File: config.mk
export PLATFORM = sky130hd
export DESIGN_NAME = psram_burst_arbiter
export DESIGN_NICKNAME = d
export VERILOG_FILES = /design/src/rtl/psram_burst_arbiter.sv
export SDC_FILE = /design/constraint.sdc
export NUM_CORES = 1
export LEC_CHECK = 0
export ABC_CLOCK_PERIOD_IN_PS = 6300
export CAP_MARGIN = 20
export CORE_ASPECT_RATIO = 0.75
export CORE_MARGIN = 2
export CORE_UTILIZATION = 37
export CTS_BUF_LIST = sky130_fd_sc_hd__clkbuf_4 sky130_fd_sc_hd__clkbuf_8 sky130_fd_sc_hd__clkbuf_16
export DETAILED_ROUTE_END_ITERATION = 12
export PLACE_DENSITY = 0.92
export SLEW_MARGIN = 5
export SYNTH_ARGS = -nofsm -noshare
export SYNTH_HDL_FRONTEND = slang
export SYNTH_SLANG_ARGS = --single-unit
File: constraint.sdc
create_clock -name clk -period 6.3 [get_ports clk]
set_clock_uncertainty 0.1 [all_clocks]
set_input_delay 1.89 -clock clk [delete_from_list [all_inputs] [get_ports clk]]
set_output_delay 1.89 -clock clk [all_outputs]
set_load 0.01 [all_outputs]
File: src/rtl/psram_burst_arbiter.sv
// psram_burst_arbiter: two-requester burst arbiter for one PSRAM controller channel.
// Define ARB_READ_PRIORITY_EN for fixed read priority on ties; default is round-robin.
module psram_burst_arbiter #(
  parameter int ADDR_WIDTH  = 21,
  parameter int BURST_WORDS = 4,
  parameter int CMD_GAP     = 14,
  parameter int RD_TIMEOUT  = 64
) (
  input  logic                  clk,
  input  logic                  rst_n,
  input  logic                  init_done_i,
  input  logic                  wr_req_i,
  input  logic [ADDR_WIDTH-1:0] wr_addr_i,
  input  logic [31:0]           wr_data_i,
  output logic                  wr_ack_o,
  output logic                  wr_data_rd_o,
  input  logic                  rd_req_i,
  input  logic [ADDR_WIDTH-1:0] rd_addr_i,
  output logic                  rd_ack_o,
  output logic [31:0]           rd_data_o,
  output logic                  rd_data_valid_o,
  output logic                  mem_cmd_o,
  output logic                  mem_cmd_en_o,
  output logic [ADDR_WIDTH-1:0] mem_addr_o,
  output logic [31:0]           mem_wr_data_o,
  output logic [3:0]            mem_data_mask_o,
  input  logic [31:0]           mem_rd_data_i,
  input  logic                  mem_rd_data_valid_i,
  output logic                  error_o
);
  localparam int CW = $clog2((CMD_GAP > RD_TIMEOUT ? CMD_GAP : RD_TIMEOUT) + 2);
  localparam int BW = $clog2(BURST_WORDS + 1);
  typedef enum logic [2:0] {WAIT_INIT, IDLE, WRITE, READ, GAP} state_t;
  state_t state_q, state_d;
  logic [CW-1:0] cnt_q, cnt_d;
  logic [BW-1:0] beat_q, beat_d;
  logic [31:0] rd_data_q, rd_data_d;
  logic rd_valid_q, rd_valid_d, error_q, error_d, grant_wr;
`ifdef ARB_READ_PRIORITY_EN
  assign grant_wr = wr_req_i & ~rd_req_i;
`else
  logic last_wr_q;
  assign grant_wr = wr_req_i & (~rd_req_i | ~last_wr_q);
  always_ff @(posedge clk or negedge rst_n)
    if (!rst_n) last_wr_q <= 1'b0;
    else if (state_q == IDLE && (wr_req_i || rd_req_i)) last_wr_q <= grant_wr;
`endif
  assign rd_data_o       = rd_data_q;
  assign rd_data_valid_o = rd_valid_q;
  assign error_o         = error_q;
  assign mem_data_mask_o = 4'h0;
  always_comb begin
    state_d       = state_q;
    cnt_d         = cnt_q + CW'(cnt_q != '1);
    beat_d        = beat_q;
    rd_data_d     = rd_data_q;
    rd_valid_d    = 1'b0;
    error_d       = error_q;
    wr_ack_o      = 1'b0;
    wr_data_rd_o  = 1'b0;
    rd_ack_o      = 1'b0;
    mem_cmd_o     = 1'b0;
    mem_cmd_en_o  = 1'b0;
    mem_addr_o    = '0;
    mem_wr_data_o = '0;
    unique case (state_q)
      WAIT_INIT: state_d = init_done_i ? IDLE : WAIT_INIT;
      IDLE: if (wr_req_i || rd_req_i) begin
        state_d = grant_wr ? WRITE : READ;
        cnt_d   = '0;
        beat_d  = '0;
      end
      WRITE: begin
        mem_cmd_en_o  = cnt_q == '0;
        wr_ack_o      = cnt_q == '0;
        mem_cmd_o     = cnt_q == '0;
        mem_addr_o    = cnt_q == '0 ? wr_addr_i : '0;
        wr_data_rd_o  = 1'b1;
        mem_wr_data_o = wr_data_i;
        beat_d        = beat_q + 1'b1;
        state_d       = beat_q == BW'(BURST_WORDS - 1) ? GAP : WRITE;
      end
      READ: begin
        mem_cmd_en_o = cnt_q == '0;
        rd_ack_o     = cnt_q == '0;
        mem_addr_o   = cnt_q == '0 ? rd_addr_i : '0;
        if (mem_rd_data_valid_i) begin
          rd_valid_d = 1'b1;
          rd_data_d  = mem_rd_data_i;
          beat_d     = beat_q + 1'b1;
          state_d    = beat_q == BW'(BURST_WORDS - 1) ? GAP : READ;
        end else if (beat_q == '0 && cnt_q == CW'(RD_TIMEOUT - 1)) begin
          error_d = 1'b1;
          state_d = GAP;
        end
      end
      // cnt_q counts cycles since the command; leave one cycle for IDLE to decide
      GAP: state_d = cnt_q >= CW'(CMD_GAP - 2) ? IDLE : GAP;
      default: state_d = WAIT_INIT;
    endcase
  end
  always_ff @(posedge clk or negedge rst_n)
    if (!rst_n) begin
      state_q    <= WAIT_INIT;
      cnt_q      <= '0;
      beat_q     <= '0;
      rd_data_q  <= '0;
      rd_valid_q <= 1'b0;
      error_q    <= 1'b0;
    end else begin
      state_q    <= state_d;
      cnt_q      <= cnt_d;
      beat_q     <= beat_d;
      rd_data_q  <= rd_data_d;
      rd_valid_q <= rd_valid_d;
      error_q    <= error_d;
    end
endmodule

==> flow_summary.yaml <==
clocking:
  h-tree-depth: 2
  cts_max_path_buffers: 2
  clock_sinks: 48
  cts_tree: "done"
  clkSlewWorstSetupHoldPaths_ns: 0.09
  cts_setup_buffers: 0
  clockRootBuffer: "clkbuf_8"
  cts_resized: 0
  worstSkewPairLatency_ns: 0.29
  holdBufCountCts: 0
  cts_buffers: 5
sta:
  rsz0062_at_grt: "false"
  tightestPinTransition_ns: 0.7047
  hold_violations: 0
  whs_ns: 0.3781
  slew_headroom_pct: 52.63
  fmax_mhz: 195.3
  setup_tns_ns: 0
  timing.final.crit_period_ns: 5.121
  slew_violations: 0
  period_share_pct: 81.29
  setup_viol: 0
min_path:
  hp-class: "register to register"
cells_and_area:
  drive_above_1_share_pct: 9.396
  layout_common_cells: "clkdlybuf4s50_1 (202), dfrtp_1 (48), nor2_1 (37), and3_1 (33), mux2i_1 (21)"
  finalNetCount: 563
  final_common_cell: "clkdlybuf4s50_1"
  diodes: 0
  instances_no_fill: 548
  area_delta_synth_final_pct: 80.82
critical_path:
  critical_path_class: "input pin to output pin"
  critPathMaxStageDelay_ns: 0.56
  cp_slowest_cell: "clkdlybuf4s50_1"
  arrival_ns: 3.13
  cp_top_family: "buffers and inverters"
  crit_chain: "clkdlybuf4s50_1, mux2i_1, nor2_1, clkdlybuf4s50_1"
  crit_path_start_kind: "input pin"
  cp.required_ns: 4.31
  path_common_cell: "clkdlybuf4s50_1"
  path_buf_inv: 2
  cp-end-kind: "output pin"
  path_max_fanout: 1
yosys:
  synth-simple-area-share_pct: 18.81
  synth_compound_area_share_pct: 3.496
  netlist_instances: 250
  yosysWarnings: 0
  ys_seq_elements: 48
  synth_top_family_by_area: "multiplexers"
  synthAdderAreaFrac_pct: 2.300
  synth_mux_area_share_pct: 23.74
  syn_area_mm2: 0.002720
  yosysSeqAreaShare_pct: 44.16
  synth_cell_types: 38
  synth.avg_cell_area_um2: 10.88
  synth_xor_area_share_pct: 1.610
place:
  hpwlAfterDp_mm: 6.538
  gp_congestion: 0.7978
  portBuffers: 203
  placed_cells: 538
die:
  die_h_um: 78.26
  pin_count: 208
  design.core.area_mm2: 0.007229
  fp.dieW_um: 103.0
  fp.dieArea_mm2: 0.008061
  start_util_pct: 37.63
  rows: 27
drt:
  drtIter0Drc: 92
  viasPerCell: 4.569
  vias: 2504
  drc: 0
  wl_per_cell_um: 15.43
  dr.pass1.iters: 4
  wirelength_mm: 8.454
  antenna_left: 0
run:
  drv_cap: 0
pwr:
  leakage_nw: 2.229
  ir_worst_vdd_mv: 0.1730
  p_per_area_mw_per_mm2: 390.5
  p_total_w: 0.001921
global_route:
  grt_pass1_vias: 2490
  gr-total-overflow: 0
  grt_max_degree: 49
  grt_pass1_wl_mm: 12.60
  grt_usage_pct: 19.64
  antenna_found_initial: 0
run_status:
  outcome: "finished clean"
-- synthesized netlist by cell type, drive strengths merged --
| cell | instances | area, µm² |
|---|---|---|
| buf | 13 | 100.1 |
| nor2 | 37 | 138.9 |
| o21ai | 1 | 5.000 |
| nor3 | 3 | 15.01 |
| dfrtp | 48 | 1201 |
| or2 | 1 | 6.260 |
| o22ai | 1 | 6.260 |
| a21oi | 1 | 5.000 |
| xor2 | 2 | 17.52 |
| a2111o | 1 | 11.26 |
| and3 | 33 | 206.5 |
| or3b | 1 | 8.760 |
| nand2 | 9 | 33.78 |
| a31oi | 3 | 18.77 |
| a21o | 3 | 22.52 |
| mux2 | 32 | 435.4 |
| nand4 | 2 | 12.51 |
| clkbuf | 8 | 30.03 |
| a32o | 1 | 10.01 |
| xnor2 | 3 | 26.28 |
| or3 | 1 | 6.260 |
| o2bb2ai | 1 | 8.760 |
| nor2b | 3 | 18.77 |
| inv | 7 | 26.27 |
| ha | 5 | 62.56 |
| nand3 | 3 | 27.53 |
| mux2i | 21 | 210.2 |
| conb | 1 | 3.750 |
| nand2b | 2 | 12.51 |
| o21a | 1 | 7.510 |
| nor4 | 2 | 25.02 |
-- power by group --
group | switching (W) | leakage [nW] | internal (W) | total [W]
registers | 0.0000997 | 0.588 | 0.000452 | 0.000551
logic | 0.000476 | 1.59 | 0.000676 | 0.00115
clock network | 0.000100 | 0.0541 | 0.000117 | 0.000218
total | 0.000676 | 2.23 | 0.00124 | 0.00192
-- final timing paths --
kind                            slack (ns)    startpoint  cells after the start       endpoint
worst max-delay path                  1.18  wr_addr_i[2]                      4  mem_addr_o[2]
min in group asynchronous             1.33         rst_n                      1  rd_data_o[25]
worst min-delay path                  0.38       error_o                      1        error_o
worst max register to register        4.02    state_q[2]                      4   rd_data_o[0]
max in group asynchronous             4.33         rst_n                      2  rd_data_o[30]
worst min register to register        0.38       error_o                      1        error_o
-- sequential cells by signal, indices dropped and copies added, names as in the netlist --
register and cells:
rd_data_o 32, cnt_q 7, beat_q 3, state_q 3, error_o 1, last_wr_q 1, rd_data_valid_o 1
-- layout make-up --
cell class / count / area [µm²]
clock buffers: 5 / 68.82
fillers: 563 / 2311
flip-flops and latches: 48 / 1201
multi-input cells: 177 / 1376
clock inverters: 3 / 42.54
inverters: 7 / 26.28
repair buffers: 207 / 2077
well taps: 101 / 126.4
-- layer usage --
metal | global-route usage [%] | vias to the layer above | routed length (µm)
met5 | 0 | - | 0
met4 | 2.895 | 0 | 63
met3 | 4.630 | 8 | 520
met2 | 34.87 | 77 | 4345
met1 | 24.66 | 1173 | 3524
li1 | - | 1246 | -
-- stage by stage --
stage	util, %	worst slack, ns	cell area [µm²]
floorplan	-	2.191	2731
CTS	67.55	1.142	4883
global route	68.03	1.108	4918
detailed placement	66.01	1.154	4772
finish	68.03	1.179	4918
global placement	66.01	1.176	4772
-- cells by family after synthesis --
family	after synthesis
mux	53
compound gates	13
fa+ha+maj	5
other cells	1
simple gates	97
flops	48
xor+xnor	5
buf+inv	28
No activity file was read; power rests on OpenSTA's default activity.
